<file path="src/rtl/voting_pkg.sv">
// Shared types and helpers for the parametrised voting machine.
package voting_pkg;

   localparam int MAX_CAND = 16;

   typedef enum logic [2:0] {
      S_IDLE,
      S_VOTING,
      S_COOLDOWN,
      S_CLOSED,
      S_TALLY,
      S_RESULT,
      S_LOCKED
   } svm_state_t;

   // Index width for n candidates, never narrower than one bit.
   function automatic int idx_width(input int n);
      int w;
      w = $clog2(n);
      return (w < 1) ? 1 : w;
   endfunction

   // True when exactly one ballot button is pressed.
   function automatic logic is_one_hot(input logic [MAX_CAND-1:0] v);
      int pop;
      pop = 0;
      for (int i = 0; i < MAX_CAND; i++) begin
         pop += int'(v[i]);
      end
      return (pop == 1);
   endfunction

endpackage

</file>
<file path="src/rtl/secure_voting_machine_n_tally_scan.sv">
// Sequential winner search: one candidate per cycle, ties kept at the lowest index.
// Candidate 0 is loaded as the initial best on start, so the scan finishes
// in NUM_CAND cycles including the start cycle.
module svm_tally_scan
#(
   parameter int NUM_CAND = 4,
   parameter int COUNT_W  = 8,
   parameter int IDX_W    = 2
)(
   input  logic                        clk,
   input  logic                        reset,
   input  logic                        start,
   input  logic [NUM_CAND*COUNT_W-1:0] counts,
   output logic [IDX_W-1:0]            winner,
   output logic                        tie,
   output logic                        done
);

   localparam logic [IDX_W-1:0] LAST_IDX = IDX_W'(NUM_CAND - 1);

   logic                active;
   logic [IDX_W-1:0]    idx;
   logic [COUNT_W-1:0]  best;
   logic [COUNT_W-1:0]  cur;

   // Count of the candidate currently under inspection.
   always_comb begin
      cur = counts[int'(idx)*COUNT_W +: COUNT_W];
   end

   // Scan registers; done pulses for one cycle when the last index is compared.
   always_ff @(posedge clk or negedge reset) begin
      if (!reset) begin
         active <= 1'b0;
         idx    <= '0;
         best   <= '0;
         winner <= '0;
         tie    <= 1'b0;
         done   <= 1'b0;
      end else if (start) begin
         active <= 1'b1;
         idx    <= IDX_W'(1);
         best   <= counts[COUNT_W-1:0];
         winner <= '0;
         tie    <= 1'b0;
         done   <= 1'b0;
      end else if (active) begin
         if (cur > best) begin
            best   <= cur;
            winner <= idx;
            tie    <= 1'b0;
         end else if (cur == best) begin
            tie <= 1'b1;
         end
         if (idx == LAST_IDX) begin
            active <= 1'b0;
            done   <= 1'b1;
         end else begin
            idx <= idx + 1'b1;
         end
      end else begin
         done <= 1'b0;
      end
   end

endmodule

</file>
<file path="src/rtl/secure_voting_machine_n.sv">
// Parametrised secure voting machine: admin auth with lockout, one-hot ballots,
// saturating tallies, post-vote cooldown and a sequential winner scan.
//
// state      | meaning
// -----------+-----------------------------------------------
// S_IDLE     | waiting for admin authentication
// S_VOTING   | ballots accepted
// S_COOLDOWN | busy window after an accepted ballot
// S_CLOSED   | poll closed, counts frozen
// S_TALLY    | winner scan running
// S_RESULT   | winner/tie final, terminal until reset
// S_LOCKED   | too many wrong passwords, terminal until reset
module secure_voting_machine_n
   import voting_pkg::*;
#(
   parameter int               NUM_CAND = 4,
   parameter int               COUNT_W  = 8,
   parameter int               PASS_W   = 4,
   parameter logic [PASS_W-1:0] PASSWORD = 4'b1010,
   parameter int               MAX_FAIL = 3,
   parameter int               BUSY_CYC = 2,
   localparam int              IDX_W    = idx_width(NUM_CAND)
)(
   input  logic                        clk,
   input  logic                        reset,
   input  logic [PASS_W-1:0]           admin_password,
   input  logic                        enable_admin,
   input  logic [NUM_CAND-1:0]         vote,
   input  logic                        close_poll,
   input  logic                        result_mode,
   output logic [NUM_CAND*COUNT_W-1:0] counts,
   output logic [IDX_W-1:0]            winner,
   output logic                        tie,
   output logic                        result_valid,
   output logic                        voting_enabled,
   output logic                        busy,
   output logic                        locked,
   output logic                        invalid_vote
);

   localparam int CD_W = (BUSY_CYC < 2) ? 1 : $clog2(BUSY_CYC + 1);

   svm_state_t            state;
   logic [NUM_CAND-1:0]   vote_q;
   logic                  admin_q;
   logic [2:0]            fail_cnt;
   logic [CD_W-1:0]       cd_cnt;
   logic [COUNT_W-1:0]    tally [NUM_CAND];

   logic                  admin_edge;
   logic                  ballot_new;
   logic                  ballot_one_hot;
   logic                  ballot_accept;
   logic                  tally_start;
   logic [IDX_W-1:0]      scan_winner;
   logic                  scan_tie;
   logic                  scan_done;

   // Edge detection and ballot qualification; close_poll outranks a same-cycle ballot.
   always_comb begin
      admin_edge     = enable_admin & ~admin_q;
      ballot_new     = |(vote & ~vote_q);
      ballot_one_hot = is_one_hot(MAX_CAND'(vote));
      ballot_accept  = (state == S_VOTING) && ballot_new && ballot_one_hot && !close_poll;
      tally_start    = (state == S_CLOSED) && result_mode;
   end

   // Previous-cycle copies of the strobes; tracked in every state so a held button never re-fires.
   always_ff @(posedge clk or negedge reset) begin
      if (!reset) begin
         admin_q <= 1'b0;
         vote_q  <= '0;
      end else begin
         admin_q <= enable_admin;
         vote_q  <= vote;
      end
   end

   // Saturating per-candidate tallies.
   always_ff @(posedge clk or negedge reset) begin
      if (!reset) begin
         for (int i = 0; i < NUM_CAND; i++) tally[i] <= '0;
      end else if (ballot_accept) begin
         for (int i = 0; i < NUM_CAND; i++) begin
            if (vote[i] && (tally[i] != '1)) tally[i] <= tally[i] + 1'b1;
         end
      end
   end

   for (genvar g = 0; g < NUM_CAND; g++) begin : g_flat
      assign counts[g*COUNT_W +: COUNT_W] = tally[g];
   end

   // Control FSM with registered status outputs.
   always_ff @(posedge clk or negedge reset) begin
      if (!reset) begin
         state          <= S_IDLE;
         fail_cnt       <= '0;
         cd_cnt         <= '0;
         winner         <= '0;
         tie            <= 1'b0;
         result_valid   <= 1'b0;
         voting_enabled <= 1'b0;
         busy           <= 1'b0;
         locked         <= 1'b0;
         invalid_vote   <= 1'b0;
      end else begin
         invalid_vote <= 1'b0;
         case (state)
            S_IDLE: begin
               if (admin_edge) begin
                  if (admin_password == PASSWORD) begin
                     state          <= S_VOTING;
                     fail_cnt       <= '0;
                     voting_enabled <= 1'b1;
                  end else begin
                     fail_cnt <= fail_cnt + 1'b1;
                     if (fail_cnt == 3'(MAX_FAIL - 1)) begin
                        state  <= S_LOCKED;
                        locked <= 1'b1;
                     end
                  end
               end
            end
            S_VOTING: begin
               if (close_poll) begin
                  state          <= S_CLOSED;
                  voting_enabled <= 1'b0;
               end else if (ballot_new) begin
                  if (ballot_one_hot) begin
                     state          <= S_COOLDOWN;
                     cd_cnt         <= CD_W'(BUSY_CYC - 1);
                     voting_enabled <= 1'b0;
                     busy           <= 1'b1;
                  end else begin
                     invalid_vote <= 1'b1;
                  end
               end
            end
            S_COOLDOWN: begin
               if (cd_cnt == '0) begin
                  state          <= S_VOTING;
                  busy           <= 1'b0;
                  voting_enabled <= 1'b1;
               end else begin
                  cd_cnt <= cd_cnt - 1'b1;
               end
            end
            S_CLOSED: begin
               if (result_mode) begin
                  state <= S_TALLY;
                  busy  <= 1'b1;
               end
            end
            S_TALLY: begin
               if (scan_done) begin
                  state        <= S_RESULT;
                  busy         <= 1'b0;
                  winner       <= scan_winner;
                  tie          <= scan_tie;
                  result_valid <= 1'b1;
               end
            end
            S_RESULT: state <= S_RESULT;
            S_LOCKED: state <= S_LOCKED;
            default:  state <= S_IDLE;
         endcase
      end
   end

   svm_tally_scan #(
      .NUM_CAND (NUM_CAND),
      .COUNT_W  (COUNT_W),
      .IDX_W    (IDX_W)
   ) u_scan (
      .clk    (clk),
      .reset  (reset),
      .start  (tally_start),
      .counts (counts),
      .winner (scan_winner),
      .tie    (scan_tie),
      .done   (scan_done)
   );

endmodule

</file>
<file path="config.mk">
export PLATFORM = sky130hd
export DESIGN_NAME = secure_voting_machine_n
export DESIGN_NICKNAME = d
export VERILOG_FILES = /design/src/rtl/voting_pkg.sv /design/src/rtl/secure_voting_machine_n_tally_scan.sv /design/src/rtl/secure_voting_machine_n.sv
export SDC_FILE = /design/constraint.sdc
export NUM_CORES = 1
export LEC_CHECK = 0
export ABC_AREA = 1
export BUFFER_PORTS_ARGS = -buffer_cell sky130_fd_sc_hd__clkbuf_2
export CORE_AREA = 2 2 101 78
export DETAILED_ROUTE_END_ITERATION = 10
export DIE_AREA = 0 0 103 80
export MAX_ROUTING_LAYER = met4
export PLACE_DENSITY = 0.85
export SYNTH_ARGS = -nofsm -noshare
export SYNTH_HDL_FRONTEND = slang
export SYNTH_HIERARCHICAL = 1
export SYNTH_SLANG_ARGS = --single-unit
</file>
<file path="constraint.sdc">
create_clock -name clk -period 3.5 [get_ports clk]
set_clock_uncertainty 0.2 [all_clocks]
set_input_delay 0.525 -clock clk [delete_from_list [all_inputs] [get_ports clk]]
set_output_delay 0.525 -clock clk [all_outputs]
set_load 0.02 [all_outputs]
</file>
==> results_tabular.tex, run 1 <==
\begin{tabular}{lr}
\hline
Metric & Value \\
\hline
\multicolumn{2}{l}{\textbf{Floorplan}} \\
\quad Die Span X & 103 um \\
\quad Initial Utilization & 0.627 \\
\quad Standard-cell row count & 27 \\
\quad Boundary pin count & 53 \\
\quad Total core area & 7230 um2 \\
\quad Die Span Y & 80 um \\
\quad Die area & 8240 um2 \\
\multicolumn{2}{l}{\textbf{Detailed routing}} \\
\quad Avg Vias per Cell & 5.63 \\
\quad Final wirelength & 11.3 mm \\
\quad Number of nets with antenna violations after routing & 0 \\
\quad Wire length per cell & 14.8 um \\
\quad Residual DRC & 0 \\
\quad 1st-pass router iterations & 6 \\
\quad Via count & 4,293 \\
\quad Initial DRC Count & 292 \\
\multicolumn{2}{l}{\textbf{Finish}} \\
\quad Fill count & 602 \\
\quad Area growth from synthesis to layout & 10.5\% \\
\quad Proportion of layout cells with a drive suffix above 1 & 0.186 \\
\quad Final Core Density & 0.692 \\
\quad Ant diodes & 0 \\
\quad NumNets Final & 689 \\
\multicolumn{2}{l}{\textbf{Global routing}} \\
\quad Layer with the highest usage after global routing & met2 \\
\quad Residual overflow from global routing & 0 \\
\quad GRT Resource Usage Total & 0.302 \\
\quad GR Util met2 & 0.474 \\
\quad M3 GR Usage & 0.0560 \\
\quad Via count of the first global-routing pass & 3,922 \\
\quad Global-route wire length before repair & 18.6 mm \\
\quad Largest net degree at the start of global routing & 69 \\
\quad Initial antenna violation count & 0 \\
\quad GRT met1 Usage & 0.397 \\
\multicolumn{2}{l}{\textbf{Clock tree}} \\
\quad Clock Tree Root & clkbuf\_8 \\
\quad Number of gates given a new drive strength after cts & 0 \\
\quad Post-CTS setup-driven buffer insertion count & 0 \\
\quad Clock sink count & 68 \\
\quad CTS tree & built \\
\quad Num CTS Buffers & 9 \\
\quad Count of hold buffers inserted by post-cts repair & 0 \\
\quad Count of H-tree levels built during CTS & 3 \\
\quad Clock latency on the worst-skew pair & 0.35 ns \\
\quad Clock buffer depth & 2 \\
\quad Clock-pin slew on the worst setup and hold paths & 0.08 ns \\
\multicolumn{2}{l}{\textbf{Pwr}} \\
\quad Combinational Power Share & 0.050 \\
\quad Int Power & 0.00115 W \\
\quad Switching Share & 0.248 \\
\quad LEAKAGE & 2.74 nW \\
\quad P per Cell Area & 306 nW/um2 \\
\quad Sw power & 0.000380 W \\
\quad Worst ir drop on vdd & 0.180 mV \\
\quad Clock power frac & 0.435 \\
\quad Flop pwr share & 0.515 \\
\multicolumn{2}{l}{\textbf{Setup path}} \\
\quad Required time worst endpoint & 3.59 ns \\
\quad Number of cells on the worst reg-to-reg path & 11 \\
\quad Slowest-stage cell, CP & fa\_1 \\
\quad Most used cell along the critical path & inv\_1 \\
\quad Reg-to-Reg Start & u\_scan/idx[0] \\
\quad Minimum setup slack among reg-to-reg paths & 0.66 ns \\
\quad Largest stage delay on the critical path & 0.54 ns \\
\quad Setup crit end kind & register \\
\quad CP Max Fanout & 12 \\
\quad List of cells traversed by the critical path & clkbuf\_2 -> inv\_1 -> fa\_1 -> inv\_1 -> ha\_1 -> ha\_1 -> inv\_1 -> nand3\_1 -> inv\_1 -> nand3\_1 -> nor2\_2 -> nand3\_1 -> nand2\_1 \\
\quad Category of cells accounting for the largest share of critical-path delay & adder cells \\
\quad Capturing point of the worst reg2reg path & u\_scan/best[6] \\
\quad Nature of the critical path startpoint & input pin \\
\quad Number of buffers and inverters on the critical path & 5 \\
\quad Classification of the worst setup path & in -> reg \\
\quad Critical Path Start & vote[0] \\
\quad Data arrival, critical path & 2.97 ns \\
\multicolumn{2}{l}{\textbf{Worst hold path}} \\
\quad Hold-critical path depth & 1 \\
\quad Destination of the worst hold path & vote\_q[1] \\
\quad Hold crit path type & in -> reg \\
\quad Source of the worst hold timing path & vote[1] \\
\multicolumn{2}{l}{\textbf{STA}} \\
\quad Final worst path period share & 0.821 \\
\quad Number of failing setup endpoints in the final timing report & 0 \\
\quad Count of final max-slew check failures & 0 \\
\quad Setup TNS & 0 ns \\
\quad Final worst path period need & 2.87 ns \\
\quad Count of final hold-check violations & 0 \\
\quad Max transition margin & 0.427 \\
\quad Least-Margin Pin Slew & 0.859 ns \\
\quad Unrepaired setup endpoints after global routing & false \\
\quad Achievable frequency & 348 MHz \\
\multicolumn{2}{l}{\textbf{Yosys}} \\
\quad Synthesis warning total & 6 \\
\quad Most used DFF post-synth & dfrtp\_1 \\
\quad Post-synth cell types & 37 \\
\quad EDFF count, synth & 0 \\
\quad Commonest cells post-synth & 200 x nand2\_1, 77 x inv\_1, 68 x dfrtp\_1 \\
\quad Avg Synthesized Cell Area & 7.50 um2 \\
\quad Proportion of synthesized chip area in sequential cells & 0.376 \\
\quad Library cell with the largest summed area after synthesis & dfrtp\_1 \\
\quad Portion of synthesized cell area occupied by the leading cell type & 0.376 \\
\quad Asr flop ratio synth & 1.00 \\
\quad Most instantiated library cell after synthesis & nand2\_1 \\
\quad Area contributors post-synth & dfrtp\_1 38\%, nand2\_1 17\%, inv\_1 6.4\%, nand3\_1 6.3\%, ha\_1 5.0\% \\
\quad Net count after synthesis & 636 \\
\quad Instance count of the mapped netlist & 604 \\
\quad Mapped Area & 4530 um2 \\
\quad Synthesis-stage register bit count & 68 \\
\multicolumn{2}{l}{\textbf{Run status}} \\
\quad Outcome & finished clean \\
\multicolumn{2}{l}{\textbf{Placement}} \\
\quad Final HPWL DP & 8.20 mm \\
\quad Weighted congestion reported at the end of routability-driven placement & 0.957 \\
\quad Number of buffer cells added on primary ports & 52 \\
\multicolumn{2}{l}{\textbf{Flow run}} \\
\quad Max-cap violations & 0 \\
\hline
\end{tabular}
[cell type report]
type | count | area, um2 | area share
multi-input cells | 442 | 2380 | 0.475
flip-flops and latches | 68 | 1700 | 0.340
inverters | 80 | 308 | 0.0615
repair buffers | 56 | 290 | 0.0580
clock buffers | 10 | 138 | 0.0275
well taps | 101 | 126 | 0.0252
clock inverters | 6 | 63.8 | 0.0127
[per-stage QoR]
step / setup WS [ns] / hold WS, ns / instances / cell area [um2] / total power (W)
after global placement: 0.489 / 0.245 / 747 / 4800 / 0.000877
final: 0.627 / 0.104 / 763 / 5010 / 0.00153
after global routing: 0.432 / 0.0921 / 763 / 5010 / 0.00159
after detailed placement: 0.279 / 0.249 / 747 / 4800 / 0.000882
after CTS: 0.642 / 0.0924 / 763 / 5010 / 0.00154
after floorplan: 0.820 / 0.0294 / 604 / 4530 / 0.000843
[layout by cell type, fill, tap and decap left out, drive strengths merged]
cell      Yosys  routed
nand2       205     205
inv          80      80
dfrtp        68      68
nand3        68      68
nor2         63      63
clkbuf        1      61
nand4        23      23
o21ai        23      23
ha           18      18
xor2          9       9
a21oi         9       9
o22ai         8       8
buf          13       5
nor3          4       4
nand3b        3       3
mux2          3       3
clkinv        0       3
xnor2         2       2
clkinvlp      0       2
o211ai        1       1
o21bai        1       1
fa            1       1
bufinv        0       1
a21o          1       1
[cells by family after synthesis]
logic type / count (synthesis) / share of synthesized area
buf+inv: 94 / 0.0992
fa+ha+maj: 19 / 0.0541
mux: 3 / 0.00746
flops: 68 / 0.376
simple gates: 366 / 0.377
compound gates: 43 / 0.0652
xor+xnor: 11 / 0.0213
[sequential cells by signal, indices dropped and copies added (netlist names), 2 cells and up]
signal         cells
cd_cnt             2
winner             2
vote_q             4
counts            32
state              3
u_scan/idx         2
u_scan/best        8
fail_cnt           3
u_scan/winner      2
[routing by layer]
metal / wire length (um) / part of all wire
met1: 4980 / 0.44
met2: 5180 / 0.46
met3: 949 / 0.084
met4: 184 / 0.016
met5: 0 / 0
[how the worst max path moves through the flow]
stage,slack (ns),endpoint,cells after the start
after CTS,0.64,counts[31],13
after floorplan,0.82,counts[28],13
after detailed placement,0.28,counts[31],13
after global routing,0.43,u_scan/best[2],11
final,0.63,counts[31],13
after global placement,0.49,counts[31],13
[power by group through the flow]
stage	Sequential [W]	Clock, W	Combinational [W]
after CTS	0.000789	0.000672	0.0000778
final	0.000789	0.000667	0.0000772
after detailed placement	0.000804	0	0.0000773
after global routing	0.000789	0.000712	0.0000882
after floorplan	0.000804	0	0.0000382
after global placement	0.000804	0	0.0000732
(Power assumes the default switching activity.)
==> run 2: changes to the inputs <==
Settings changed: CORE_AREA 2 2 101 78 to 2 2 105 81, DIE_AREA 0 0 103 80 to 0 0 107 83, PLACE_DENSITY 0.85 to 0.79.
Clock period 3.5 ns to 2.76 ns, I/O delays scaled along.
==> run 2 against run 1 <==
First-iteration DRC count stayed put. Global-route usage is 1.8 points lower. Flip-flop and latch count stayed put. Sequential power is 27% higher. Power is 41% higher. Register-to-register slack worse by 0.47 ns. Setup slack worse by 0.44 ns. Core utilization is 3.0 points lower. Non-clock buffer count is 11 higher. Via count is 0.44% lower. Die area is 7.8% higher. Highest routed layer unchanged.
==> results_tabular.tex, run 2 (synthesized netlist as in run 1, its figures left out) <==
\begin{tabular}{lr}
\hline
Metric & Value \\
\hline
\multicolumn{2}{l}{\textbf{Run status}} \\
\quad Outcome & finished clean \\
\multicolumn{2}{l}{\textbf{STA}} \\
\quad Final worst path period need & 2.57 ns \\
\quad Count of final hold-check violations & 0 \\
\quad Number of failing setup endpoints in the final timing report & 0 \\
\quad Setup TNS & 0 ns \\
\quad Count of final max-slew check failures & 0 \\
\quad Least-Margin Pin Slew & 0.886 ns \\
\quad Unrepaired setup endpoints after global routing & false \\
\quad Max transition margin & 0.408 \\
\quad Achievable frequency & 389 MHz \\
\quad Final worst path period share & 0.931 \\
\quad Worst Hold Margin & 0.00274 ns \\
\multicolumn{2}{l}{\textbf{Pwr}} \\
\quad Int Power & 0.00168 W \\
\quad LEAKAGE & 2.83 nW \\
\quad Flop pwr share & 0.464 \\
\quad Worst ir drop on vdd & 0.249 mV \\
\quad Switching Share & 0.220 \\
\quad P per Cell Area & 417 nW/um2 \\
\quad Combinational Power Share & 0.053 \\
\quad Sw power & 0.000474 W \\
\quad Post-layout power & 0.00216 W \\
\quad Clock power frac & 0.483 \\
\multicolumn{2}{l}{\textbf{Setup path}} \\
\quad CP Max Fanout & 11 \\
\quad Reg-to-Reg Start & u\_scan/idx[0] \\
\quad Critical Path Start & u\_scan/idx[0] \\
\quad Number of cells on the worst reg-to-reg path & 12 \\
\quad Minimum setup slack among reg-to-reg paths & 0.19 ns \\
\quad Capturing point of the worst reg2reg path & u\_scan/best[6] \\
\quad Data arrival, critical path & 2.60 ns \\
\quad Required time worst endpoint & 2.80 ns \\
\quad Classification of the worst setup path & reg -> reg \\
\quad Nature of the critical path startpoint & register \\
\quad Setup crit end kind & register \\
\quad Critical Path Sink & u\_scan/best[6] \\
\multicolumn{2}{l}{\textbf{Finish}} \\
\quad NumNets Final & 700 \\
\quad Proportion of layout cells with a drive suffix above 1 & 0.199 \\
\quad Most frequent standard cell in the layout excluding fill and tap cells & nand2\_1 \\
\quad Final Core Density & 0.662 \\
\quad Commonest cells after routing, fill and taps aside & 200 x nand2\_1, 76 x inv\_1, 66 x dfrtp\_1 \\
\quad Area growth from synthesis to layout & 14.2\% \\
\quad Fill count & 674 \\
\quad Ant diodes & 0 \\
\quad Post-route design area & 5170 um2 \\
\quad Max reg flops & 32 \\
\multicolumn{2}{l}{\textbf{Global routing}} \\
\quad Residual overflow from global routing & 0 \\
\quad Initial antenna violation count & 0 \\
\quad Largest net degree at the start of global routing & 41 \\
\quad Via count of the first global-routing pass & 4,089 \\
\quad GRT Resource Usage Total & 0.283 \\
\quad Global-route wire length before repair & 19.5 mm \\
\multicolumn{2}{l}{\textbf{Placement}} \\
\quad Final HPWL DP & 8.64 mm \\
\quad Placed instance area & 4890 um2 \\
\quad Weighted congestion reported at the end of routability-driven placement & 0.895 \\
\quad Number of buffer cells added on primary ports & 52 \\
\multicolumn{2}{l}{\textbf{Clock tree}} \\
\quad Clock buffer depth & 2 \\
\quad Clock latency on the worst-skew pair & 0.35 ns \\
\quad Clock sink count & 68 \\
\quad Count of H-tree levels built during CTS & 3 \\
\quad Clock Tree Root & clkbuf\_8 \\
\quad Clock-pin slew on the worst setup and hold paths & 0.07 ns \\
\quad Num CTS Buffers & 9 \\
\quad CTS tree & built \\
\multicolumn{2}{l}{\textbf{Detailed routing}} \\
\quad Final wirelength & 11.7 mm \\
\quad Via count & 4,274 \\
\quad Top metal layer carrying routed signals & met4 \\
\quad Avg Vias per Cell & 5.49 \\
\quad 1st-pass router iterations & 6 \\
\quad Wire length on met3 & 756 um \\
\quad Met2 layer wire length in the routed design & 5.50 mm \\
\quad DRT met1 WL & 5.23 mm \\
\quad Number of nets with antenna violations after routing & 0 \\
\quad Wire length per cell & 15.1 um \\
\quad Residual DRC & 0 \\
\quad Initial DRC Count & 292 \\
\multicolumn{2}{l}{\textbf{Floorplan}} \\
\quad Die Span X & 107 um \\
\quad Standard-cell row count & 28 \\
\quad Die Span Y & 83 um \\
\quad Total core area & 7810 um2 \\
\quad Die area & 8880 um2 \\
\quad Initial Utilization & 0.580 \\
\quad Boundary pin count & 53 \\
\multicolumn{2}{l}{\textbf{Worst hold path}} \\
\quad Hold crit path type & in -> reg \\
\multicolumn{2}{l}{\textbf{Flow run}} \\
\quad Max-cap violations & 0 \\
\hline
\end{tabular}
## run 2: metrics by stage
stage | setup slack (ns) | cells
floorplan | 0.191 | 604
global placement | 0.0626 | 759
detailed placement | -0.134 | 759
CTS | 0.0630 | 777
global route | 0.00331 | 778
finish | 0.190 | 778
## run 2: how the worst min path moves through the flow
stage	from	to	slack [ns]	cells past startpoint
2_1_floorplan	reset	admin_q	-0.08	0
3_3_place_gp	result_valid	result_valid	0.25	2
3_5_place_dp	locked	locked	0.26	1
4_1_cts	vote[1]	vote_q[1]	0.0007	1
5_1_grt	vote[0]	vote_q[0]	0.001	1
6_report	vote[1]	vote_q[1]	0.003	1
## run 2: power groups by stage
stage	clock [W]	sequential [W]	combinational, W
2_1_floorplan	0	0.00102	0.0000484
3_3_place_gp	0	0.00102	0.000104
3_5_place_dp	0	0.00102	0.000111
4_1_cts	0.00105	0.00100	0.000115
5_1_grt	0.00109	0.00100	0.000128
6_report	0.00104	0.00100	0.000114
## run 2: repair_timing
item                                    CTS  global route
buffers inserted                          0             1
hold buffers                              2             0
endpoints found under the setup margin    0            10
endpoints found under the hold margin    29             0
resized for setup                         0             3
## run 2: worst max-delay path, cell delays in order (launching register included)
cell,delay [ns]
dfrtp_2,0.49
buf_2,0.19
o21ai_0,0.27
o22ai_2,0.14
ha_1,0.20
a21oi_1,0.16
nor2_1,0.08
nor2_2,0.16
nand2_4,0.08
nand2_4,0.18
nand2_4,0.13
nand2_1,0.11
nand2_1,0.06
## run 2: routing by layer
layer | up-vias | GRT usage
li1 | 2067 | -
met1 | 1999 | 0.382
met2 | 178 | 0.444
met3 | 30 | 0.0471
met4 | 0 | 0.0803
met5 | - | -
## run 2: area by class of cell
type                            instances  area (um2)  area share
Tap cell                              105         131      0.0254
Sequential cell                        68        1700       0.329
Inverter                               80         308      0.0595
Timing Repair Buffer                   67         400      0.0774
Clock inverter                          4        95.1      0.0184
Clock buffer                           12         155      0.0300
Multi-Input combinational cell        442        2380       0.460
